**src/rtl/spi_slave_if.sv**
```systemverilog
// Bus bundle for spi_slave: the four SPI pins plus the host-side transmit/receive word interface.
// The slave modport is the endpoint view; the master modport is the view of whatever drives the bus.
interface spi_slave_if #(
  parameter int SPI_MAXLEN = 32
);
  localparam int LW = $clog2(SPI_MAXLEN) + 1;

  logic                  SCLK;
  logic                  SS_N;
  logic                  MOSI;
  logic                  MISO;
  logic                  miso_oe;
  logic [SPI_MAXLEN-1:0] tx_data;
  logic [LW-1:0]         tx_len;
  logic                  busy;
  logic [SPI_MAXLEN-1:0] rx_data;
  logic [LW-1:0]         rx_nbits;
  logic                  rx_valid;
  logic                  rx_overflow;

  modport slave (
    input  SCLK, SS_N, MOSI, tx_data, tx_len,
    output MISO, miso_oe, busy, rx_data, rx_nbits, rx_valid, rx_overflow
  );

  modport master (
    output SCLK, SS_N, MOSI, tx_data, tx_len,
    input  MISO, miso_oe, busy, rx_data, rx_nbits, rx_valid, rx_overflow
  );
endinterface

```
**src/rtl/spi_slave.sv**
```systemverilog
// Mode-0 SPI slave: oversamples SCLK/SS_N/MOSI in the clk domain, shifts MOSI in, drives MISO from a
// word latched at frame start, and reports each frame with a one-cycle rx_valid when SS_N deasserts.
module spi_slave #(
  parameter int SPI_MAXLEN  = 32,
  parameter int SYNC_STAGES = 2
) (
  input logic        clk,
  input logic        sresetn,
  spi_slave_if.slave bus
);
  localparam int            LW       = $clog2(SPI_MAXLEN) + 1;
  localparam int            IW       = (SPI_MAXLEN > 1) ? $clog2(SPI_MAXLEN) : 1;
  localparam logic [LW-1:0] MAXLEN_L = LW'(SPI_MAXLEN);

  typedef enum logic {
    S_IDLE   = 1'b0,
    S_ACTIVE = 1'b1
  } state_e;

  state_e                state_q;
  logic [SYNC_STAGES-1:0] sclk_sync_q, ss_sync_q, mosi_sync_q, vld_q;
  logic                  sclk_dly_q, ss_dly_q;
  logic                  armed_q;
  logic [SPI_MAXLEN-1:0] tx_word_q;
  logic [IW-1:0]         tx_idx_q;
  logic                  rose_q;
  logic [SPI_MAXLEN-1:0] rx_shift_q;
  logic [LW-1:0]         bit_cnt_q;
  logic                  ovf_q;
  logic                  miso_q, miso_oe_q, busy_q, rx_valid_q, rx_overflow_q;
  logic [SPI_MAXLEN-1:0] rx_data_q;
  logic [LW-1:0]         rx_nbits_q;

  logic sclk_s, ss_s, mosi_s;
  logic sclk_rise, sclk_fall, ss_rise, ss_fall;

  assign sclk_s    = sclk_sync_q[SYNC_STAGES-1];
  assign ss_s      = ss_sync_q[SYNC_STAGES-1];
  assign mosi_s    = mosi_sync_q[SYNC_STAGES-1];
  assign sclk_rise = sclk_s & ~sclk_dly_q;
  assign sclk_fall = ~sclk_s & sclk_dly_q;
  assign ss_rise   = ss_s & ~ss_dly_q;
  assign ss_fall   = ~ss_s & ss_dly_q;

  // Frame-start parameters and the effect of a rising SCLK edge, computed once so that an SS_N rise
  // in the same cycle captures the post-edge values.
  logic [LW-1:0]         len_d;
  logic [IW-1:0]         start_idx_d;
  logic                  start_bit_d;
  logic [SPI_MAXLEN-1:0] rx_shift_d;
  logic [LW-1:0]         bit_cnt_d;
  logic                  ovf_d;

  always_comb begin
    // NOTE: every output of an always_comb gets a default first, so no path can infer a latch.
    len_d       = (bus.tx_len > MAXLEN_L) ? MAXLEN_L : bus.tx_len;
    start_idx_d = '0;
    start_bit_d = 1'b0;
    rx_shift_d  = rx_shift_q;
    bit_cnt_d   = bit_cnt_q;
    ovf_d       = ovf_q;
    if (len_d != '0) begin
      start_idx_d = IW'(len_d - LW'(1));
      start_bit_d = bus.tx_data[start_idx_d];
    end
    if (sclk_rise) begin
      rx_shift_d = {rx_shift_q[SPI_MAXLEN-2:0], mosi_s};
      if (bit_cnt_q == MAXLEN_L) ovf_d = 1'b1;
      else                       bit_cnt_d = bit_cnt_q + LW'(1);
    end
  end

  always_ff @(posedge clk or negedge sresetn) begin
    if (!sresetn) begin
      state_q       <= S_IDLE;
      sclk_sync_q   <= '0;
      ss_sync_q     <= '1;
      mosi_sync_q   <= '0;
      vld_q         <= '0;
      sclk_dly_q    <= 1'b0;
      ss_dly_q      <= 1'b1;
      armed_q       <= 1'b0;
      tx_word_q     <= '0;
      tx_idx_q      <= '0;
      rose_q        <= 1'b0;
      rx_shift_q    <= '0;
      bit_cnt_q     <= '0;
      ovf_q         <= 1'b0;
      miso_q        <= 1'b0;
      miso_oe_q     <= 1'b0;
      busy_q        <= 1'b0;
      rx_valid_q    <= 1'b0;
      rx_overflow_q <= 1'b0;
      rx_data_q     <= '0;
      rx_nbits_q    <= '0;
    end else begin
      // NOTE: sequential state uses non-blocking assignments only, so every register samples the
      // pre-edge values regardless of statement order.
      sclk_sync_q <= {sclk_sync_q[SYNC_STAGES-2:0], bus.SCLK};
      ss_sync_q   <= {ss_sync_q[SYNC_STAGES-2:0], bus.SS_N};
      mosi_sync_q <= {mosi_sync_q[SYNC_STAGES-2:0], bus.MOSI};
      vld_q       <= {vld_q[SYNC_STAGES-2:0], 1'b1};
      sclk_dly_q  <= sclk_s;
      ss_dly_q    <= ss_s;
      rx_valid_q  <= 1'b0;

      // Arm only on a genuine post-reset sample of SS_N high, not on the synchronizer's reset value.
      if (vld_q[SYNC_STAGES-1] && ss_s) armed_q <= 1'b1;

      case (state_q)
        S_IDLE: begin
          if (ss_fall && armed_q) begin
            state_q    <= S_ACTIVE;
            tx_word_q  <= bus.tx_data;
            tx_idx_q   <= start_idx_d;
            miso_q     <= start_bit_d;
            rose_q     <= 1'b0;
            rx_shift_q <= '0;
            bit_cnt_q  <= '0;
            ovf_q      <= 1'b0;
            busy_q     <= 1'b1;
            miso_oe_q  <= 1'b1;
          end
        end
        S_ACTIVE: begin
          rx_shift_q <= rx_shift_d;
          bit_cnt_q  <= bit_cnt_d;
          ovf_q      <= ovf_d;
          if (sclk_rise) rose_q <= 1'b1;
          if (sclk_fall && rose_q) begin
            if (tx_idx_q != '0) begin
              tx_idx_q <= tx_idx_q - IW'(1);
              miso_q   <= tx_word_q[tx_idx_q - IW'(1)];
            end else begin
              miso_q <= 1'b0;
            end
          end
          if (ss_rise) begin
            state_q       <= S_IDLE;
            rx_data_q     <= rx_shift_d;
            rx_nbits_q    <= bit_cnt_d;
            rx_overflow_q <= ovf_d;
            rx_valid_q    <= 1'b1;
            busy_q        <= 1'b0;
            miso_oe_q     <= 1'b0;
            miso_q        <= 1'b0;
          end
        end
      endcase
    end
  end

  assign bus.MISO        = miso_q;
  assign bus.miso_oe     = miso_oe_q;
  assign bus.busy        = busy_q;
  assign bus.rx_data     = rx_data_q;
  assign bus.rx_nbits    = rx_nbits_q;
  assign bus.rx_valid    = rx_valid_q;
  assign bus.rx_overflow = rx_overflow_q;
endmodule

```
**src/flat_wrapper.sv**
```systemverilog
// flat-port wrapper written by rule: the top's interface ports become plain ports
module spi_slave_flat 
#(
  parameter int SPI_MAXLEN  = 32,
  parameter int SYNC_STAGES = 2
)
  (clk, sresetn, bus_SCLK, bus_SS_N, bus_MOSI, bus_tx_data, bus_tx_len, bus_MISO, bus_miso_oe, bus_busy, bus_rx_data, bus_rx_nbits, bus_rx_valid, bus_rx_overflow);
  spi_slave_if #(.SPI_MAXLEN(SPI_MAXLEN)) bus_i ();
  input logic clk;
  input logic sresetn;
  input wire logic [$bits(bus_i.SCLK)-1:0] bus_SCLK;
  input wire logic [$bits(bus_i.SS_N)-1:0] bus_SS_N;
  input wire logic [$bits(bus_i.MOSI)-1:0] bus_MOSI;
  input wire logic [$bits(bus_i.tx_data)-1:0] bus_tx_data;
  input wire logic [$bits(bus_i.tx_len)-1:0] bus_tx_len;
  output wire logic [$bits(bus_i.MISO)-1:0] bus_MISO;
  output wire logic [$bits(bus_i.miso_oe)-1:0] bus_miso_oe;
  output wire logic [$bits(bus_i.busy)-1:0] bus_busy;
  output wire logic [$bits(bus_i.rx_data)-1:0] bus_rx_data;
  output wire logic [$bits(bus_i.rx_nbits)-1:0] bus_rx_nbits;
  output wire logic [$bits(bus_i.rx_valid)-1:0] bus_rx_valid;
  output wire logic [$bits(bus_i.rx_overflow)-1:0] bus_rx_overflow;
  assign bus_i.SCLK = bus_SCLK;
  assign bus_i.SS_N = bus_SS_N;
  assign bus_i.MOSI = bus_MOSI;
  assign bus_i.tx_data = bus_tx_data;
  assign bus_i.tx_len = bus_tx_len;
  assign bus_MISO = bus_i.MISO;
  assign bus_miso_oe = bus_i.miso_oe;
  assign bus_busy = bus_i.busy;
  assign bus_rx_data = bus_i.rx_data;
  assign bus_rx_nbits = bus_i.rx_nbits;
  assign bus_rx_valid = bus_i.rx_valid;
  assign bus_rx_overflow = bus_i.rx_overflow;
  spi_slave #(.SPI_MAXLEN(SPI_MAXLEN), .SYNC_STAGES(SYNC_STAGES)) u_core (.clk(clk), .sresetn(sresetn), .bus(bus_i));
endmodule
```
**config.mk**
```make
export PLATFORM = sky130hd
export DESIGN_NAME = spi_slave_flat
export DESIGN_NICKNAME = d
export VERILOG_FILES = /design/src/rtl/spi_slave_if.sv /design/src/rtl/spi_slave.sv /design/src/flat_wrapper.sv
export SDC_FILE = /design/constraint.sdc
export NUM_CORES = 1
export LEC_CHECK = 0
export ABC_CLOCK_PERIOD_IN_PS = 3200
export CAP_MARGIN = 20
export CELL_PAD_IN_SITES_DETAIL_PLACEMENT = 1
export CELL_PAD_IN_SITES_GLOBAL_PLACEMENT = 1
export CORE_MARGIN = 5
export CORE_UTILIZATION = 43
export CTS_CLUSTER_DIAMETER = 30
export CTS_CLUSTER_SIZE = 24
export DETAILED_ROUTE_END_ITERATION = 10
export GPL_TIMING_DRIVEN = 0
export HOLD_SLACK_MARGIN = 0.05
export PLACE_DENSITY_LB_ADDON = 0.25
export SLEW_MARGIN = 20
export SYNTH_ARGS = -nofsm -noshare
export SYNTH_HDL_FRONTEND = slang
export SYNTH_SLANG_ARGS = --single-unit
```
**constraint.sdc**
```tcl
create_clock -name clk -period 3.2 [get_ports clk]
set_input_delay 0.48 -clock clk [delete_from_list [all_inputs] [get_ports clk]]
set_output_delay 0.48 -clock clk [all_outputs]
set_load 0.1 [all_outputs]
```
=== Word level (Yosys, flattened, before mapping) ===
Index checks and enable logic that the tools add are counted.

* Flip-flop bits (word level): 131
* Bits in latches: 0
* RAM bits: 0
* Memory bits (read-only): 0
* Bits of input ports: 43
* Output and inout port bits: 43
* Logic and storage cells: 90
* Memories: 0

* $add $sub $neg: 3
* Multipliers: 0
* Divide/modulo/power cells: 0
* Order comparisons: 3
* Equality and inequality tests: 7
* Shifts and indexed selects: 0
* Mux-type cells: 37
* Bitwise logic cells: 9
* Reductions and logical operators: 11

{| class="wikitable"
|+ Operator list
! kind !! count
|-
| $mux W32 || 2
|-
| $pmux W32 S2 || 1
|-
| $mux W6 || 4
|-
| $mux W5 || 4
|-
| $mux W1 || 17
|-
| $lt A5 B6 Y1 const B || 2
|-
| $pmux W6 S2 || 1
|-
| $bmux W1 S5 || 2
|-
| $pmux W1 S2 || 5
|-
| $pmux W5 S2 || 1
|-
| $reduce_and A2 Y1 || 5
|-
| $sub A5 B1 Y5 const B || 2
|-
| $ne A2 B2 Y1 const B || 4
|-
| $add A6 B1 Y6 const B || 1
|-
| $eq A6 B6 Y1 const B || 1
|-
| $gt A6 B6 Y1 const B || 1
|-
| $reduce_bool A6 Y1 || 1
|-
| $not A1 Y1 || 5
|-
| $reduce_bool A5 Y1 || 1
|-
| $and A1 B1 Y1 || 4
|-
| $logic_and A1 B1 Y1 || 3
|-
| $ne A3 B3 Y1 const B || 1
|-
| $reduce_and A3 Y1 || 1
|-
| $ne A2 B1 Y1 const B || 1
|}

=== Depth between registers and ports, before layout ===
* Depth after elaboration: 8
* Mapped depth: 10
* Mapped depth without buffers: 8

=== Worst setup path before layout ===
No wires, ideal clock.

* Kind: input -> register
* From: in bus_tx_len[3]
* To: reg u_core.miso_q (netlist: u_core.bus.MISO)
* Library setup time: 0.130 ns
* Data arrival time: 2.302 ns
* Required time: 3.070 ns
* Slack: 0.768 ns
* Stages on the path: 8
* Buffers on the path: 2
* Cells stage by stage: buf_6 -> or4_1 -> buf_2 -> nand3_1 -> mux4_2 -> or3_1 -> nand4_1 -> o211ai_2

* Cells in the longest elaborated chain, start to end: 8
* Elaborated cells on any way between the ends: 9
* Classes of those cells: add/sub: 1; order compare: 1; mux: 6; reduce/logical: 1

{| class="wikitable"
|+ RTL lines
! element !! RTL line !! RTL
|-
| start: declaration || flat_wrapper.sv:15 || <nowiki>input wire logic [$bits(bus_i.tx_len)-1:0] bus_tx_len;</nowiki>
|-
| $gt A6 B6 Y1 || spi_slave.sv:56 || <nowiki>len_d = (bus.tx_len > MAXLEN_L) ? MAXLEN_L : bus.tx_len;</nowiki>
|-
| $mux W6 * || spi_slave.sv:56 ||
|-
| $sub A5 B1 Y5 || spi_slave.sv:63 || <nowiki>start_idx_d = IW'(len_d - LW'(1));</nowiki>
|-
| $bmux W1 S5 || spi_slave.sv:64 || <nowiki>start_bit_d = bus.tx_data[start_idx_d];</nowiki>
|-
| $mux W1 (not written as such) || spi_slave.sv:64 ||
|-
| $mux W1 * || spi_slave.sv:62 || <nowiki>if (len_d != '0) begin</nowiki>
|-
| $mux W1 * || spi_slave.sv:112 || <nowiki>if (ss_fall && armed_q) begin</nowiki>
|-
| $pmux W1 S2 * || spi_slave.sv:110 || <nowiki>case (state_q)</nowiki>
|-
| end signal: assignment || spi_slave.sv:116 || <nowiki>miso_q <= start_bit_d;</nowiki>
|-
| end signal: assignment || spi_slave.sv:133 || <nowiki>miso_q <= tx_word_q[tx_idx_q - IW'(1)];</nowiki>
|-
| end: declaration || spi_slave.sv:30 || <nowiki>logic miso_q, miso_oe_q, busy_q, rx_valid_q, rx_overflow_q;</nowiki>
|}

Mark *: on every way between the ends. The rest lies on a longest branch, timed or not. The select of a mux whose other input is x is not followed.
A chain may end at the register's enable or synchronous reset.

=== Worst setup path in the final report ===
* From: in bus_tx_len[0]
* To: reg u_core.miso_q (netlist: u_core.bus.MISO)

Same word-level chain as after synthesis.

==> summary.md <==
| Metric | Value |
|---|---|
| Outcome | complete, no violations |
| Setup crit end kind | register |
| CTS Buf Count | 17 |
| Placed Instance Area | between 0.007 and 0.008 mm^2 |
| Initial Util | between 40% and 50% |
| ANT cells | 0 |
| Final wirelength | ~15,000 um |
| Netlist cell types | 55 |
| Power density over the cells | ~690 mW/mm^2 |
| Hold Path Origin | u_core.sclk_sync_q[0]$_DFF_PN0_ |
| Share of the synthesized area in the top cell type | 52.9% |
| Slew @ Worst Pin | 982 ps |
| Initial antenna violation count | 0 |
| Reg2Reg Depth | 9 |
| Peak supply drop | between 400 and 500 uV |
| Routed wire length per instance | around 18 um |
| LEAKAGE | 3.24 nW |
| CTS tree | yes |
| Post-route minimum period | 2870 ps |
| R2R Path End | u_core.bus.MISO$_DFFE_PN0P_ |
| Setup violators final | 0 |
| Final nets | between 700 and 800 |
| Die ar. | about 0.017 mm^2 |
| FMAX | 349 MHz |
| Final core occ | between 50 and 60% |
| Worst Path Arrival | 3160 ps |
| Clock Sinks | 131 |
| Antenna-violating nets left | 0 |
| # resized after CTS | 0 |
| Setup crit end | u_core.bus.MISO$_DFFE_PN0P_ |
| Vias after detailed routing | approximately 4,600 |
| CTS root buf | clkbuf_16 |
| Seq/Total Area, Yosys | about 54% |
| Clock slew at reported path FFs | around 50 ps |
| Site Rows | 43 |
| First-pass GRT wire length | ~26,000 um |
| R2R Setup Slk | 360 ps |
| DRT iter0 DRCs | 225 |
| Avg Cell Area, Syn | ~11 um^2 |
| Cell with the most instances after synthesis | dfrtp_1 |
| Ratio of cells with drive above 1 in the final layout | approximately 14% |
| Yosys top cell by area | dfrtp_1 |
| Synth warn | 0 |
| Reg-to-Reg Start | u_core.tx_idx_q[0]$_DFFE_PN0P_ |
| Largest net degree at the start of global routing | approximately 80 |
| Gr usage total | 20.0% |
| Die span in x | around 130 um |
| Vias per cell | around 5.4 |
| Finished Cell Area | 0.00773 mm^2 |
| Critical path startpoint category | primary input |
| Final period util | 89.6% |
| Final Worst Setup Slack | between 300 and 400 ps |
| Post-Synthesis Net Count | between 500 and 600 |
| Synth-to-layout area growth | 27.6% |
| Asr flop ratio synth | 100% |
| CP Class | primary input to register |
| Worst skew pair latency | approximately 420 ps |
| Synthesized cell area | around 0.006 mm^2 |
| Port Buffers | 84 |
| Max transition margin | 34.3% |
| CTS Hold Bufs | 1 |
| Die Ht | 129 um |
| Worst path required time | ~3500 ps |
| Pre-antenna DRT Iters | 4 |
| Post-synth EDFFs | 0 |
| Largest cells by area after synthesis | dfrtp_1 53%, mux2_2 7.1%, o21ai_0 6.6% |
| H-Tree Depth | 4 |
| FF+latch count, synth | about 130 |
| GRT Residual Overflow | 0 |
| Routability Congestion | 0.826 |
| Ports | 86 |
| CTS Buffer Depth | 2 |
| Worst Hold Class | register to register |
| Post-CTS Setup Repair Bufs | 0 |
| Synth cell count leaders | 128 x dfrtp_1, 92 x nand2_1, 80 x o21ai_0 |
| Vias in the first global route | 5,214 |
| Setup Slack @ Placement | -58.0 ps |
| Crit Path Max Fanout | 10 |
| Gate Count Post-Synth | ~550 |
| RSZ-0062 raised after global routing | false |
| Number of max-cap violations | 0 |
| Skew final | 5.75 ps |
| Final Hold Fails | 0 |
| Drt drc | 0 |
| Crit path from | bus_tx_len[0] |
| Post-synth top flop | dfrtp_1 |
| Final max-slew violation count | 0 |
| Core area | around 0.014 mm^2 |
| Detailed Place HPWL | ~11,000 um |
## worst min path at each step
stage                                           end  slack [ps]  cells past startpoint
CTS                 u_core.sclk_sync_q[1]$_DFF_PN0_         360                      0
global placement          u_core.vld_q[1]$_DFF_PN0_         330                      0
detailed placement  u_core.sclk_sync_q[1]$_DFF_PN0_         340                      0
floorplan                u_core.armed_q$_DFFE_PN0P_         180                      0
finish              u_core.sclk_sync_q[1]$_DFF_PN0_         350                      0
global route              u_core.vld_q[1]$_DFF_PN0_         360                      0
## kinds of logic (layout without fill, tap and decap cells)
logic type / Yosys count / after routing / share of synthesized area, %
and+or+nand+nor: 147 / 147 / 10.8
AOI/OAI and AO/OA: 121 / 121 / 11.9
other: 1 / 1 / 0.0619
adders and majority gates: 4 / 4 / 0.826
buffers and inverters: 53 / 171 / 3.65
xor gates and xnor gates: 7 / 7 / 1.01
DFF: 131 / 131 / 54.2
muxes: 88 / 88 / 17.6
## per-layer routing
metal	part of all wire [%]	track usage [%]	vias to the layer above
li1	-	-	2152
met1	43	24.1	2316
met2	52	35.2	90
met3	3.9	4.44	22
met4	1.7	7.04	0
met5	0	0	-
## metrics by stage
| stage | power (W) | hold slack [ps] | TNS, ps | cells |
|---|---|---|---|---|
| 6_report | 0.00533 | 349 | 0 | 850 |
| 3_3_place_gp | 0.00346 | 334 | -447020 | 816 |
| 5_1_grt | 0.00559 | 359 | 0 | 850 |
| 2_1_floorplan | 0.00306 | 184 | 0 | 552 |
| 3_5_place_dp | 0.00352 | 343 | -58.0 | 817 |
| 4_1_cts | 0.00540 | 355 | 0 | 850 |
## state kept, by name, indices dropped and copies added (netlist names), 2 cells and up
register / flops
u_core.tx_idx_q: 5
u_core.rx_shift_q: 32
u_core.ss_sync_q: 2
u_core.bus.rx_data: 32
u_core.mosi_sync_q: 2
u_core.sclk_sync_q: 2
u_core.tx_word_q: 32
u_core.vld_q: 2
u_core.bit_cnt_q: 6
u_core.bus.rx_nbits: 6
## cell type report
cell class                      count  area (um^2)
Tap cell                          180          225
Buffer                             36          158
Timing Repair Buffer               86          883
Clock inverter                      9         78.8
Sequential cell                   131         3280
Multi-Input combinational cell    368         2560
Inverter                           17         63.8
Clock buffer                       23          488
Fill cell                        1484         6090
## critical path, stage by stage
cell and delay [ps]:
clkdlybuf4s50_1 570, nor2b_1 150, clkbuf_1 340, inv_2 170
ha_1 310, clkbuf_2 280, mux4_2 360, or3_1 330
nand4_1 90, o211ai_2 80
## power by group
part           switching (W)  total [W]  internal (W)
clock               0.000706    0.00185       0.00114
combinational       0.000872    0.00147      0.000595
sequential          0.000143    0.00201       0.00187
total                0.00172    0.00533       0.00361
## cells in the final DEF (no fill, tap or decap), drive strengths merged, types with 3 or more instances in the layout
cell type / instances
or3: 4
a211oi: 4
xnor2: 5
a21oi: 11
mux2i: 39
a31oi: 3
and2: 3
inv: 16
nand3: 5
clkinv: 7
nand2: 92
dfrtp: 128
o21ai: 80
nand2b: 3
ha: 4
nor2: 16
mux4: 11
o221ai: 3
nor2b: 4
mux2: 38
clkdlybuf4s50: 83
clkbuf: 51
buf: 10
dfstp: 3
nor3: 5
nand4: 3
nand3b: 3
Power figures use the tool's default switching activity.
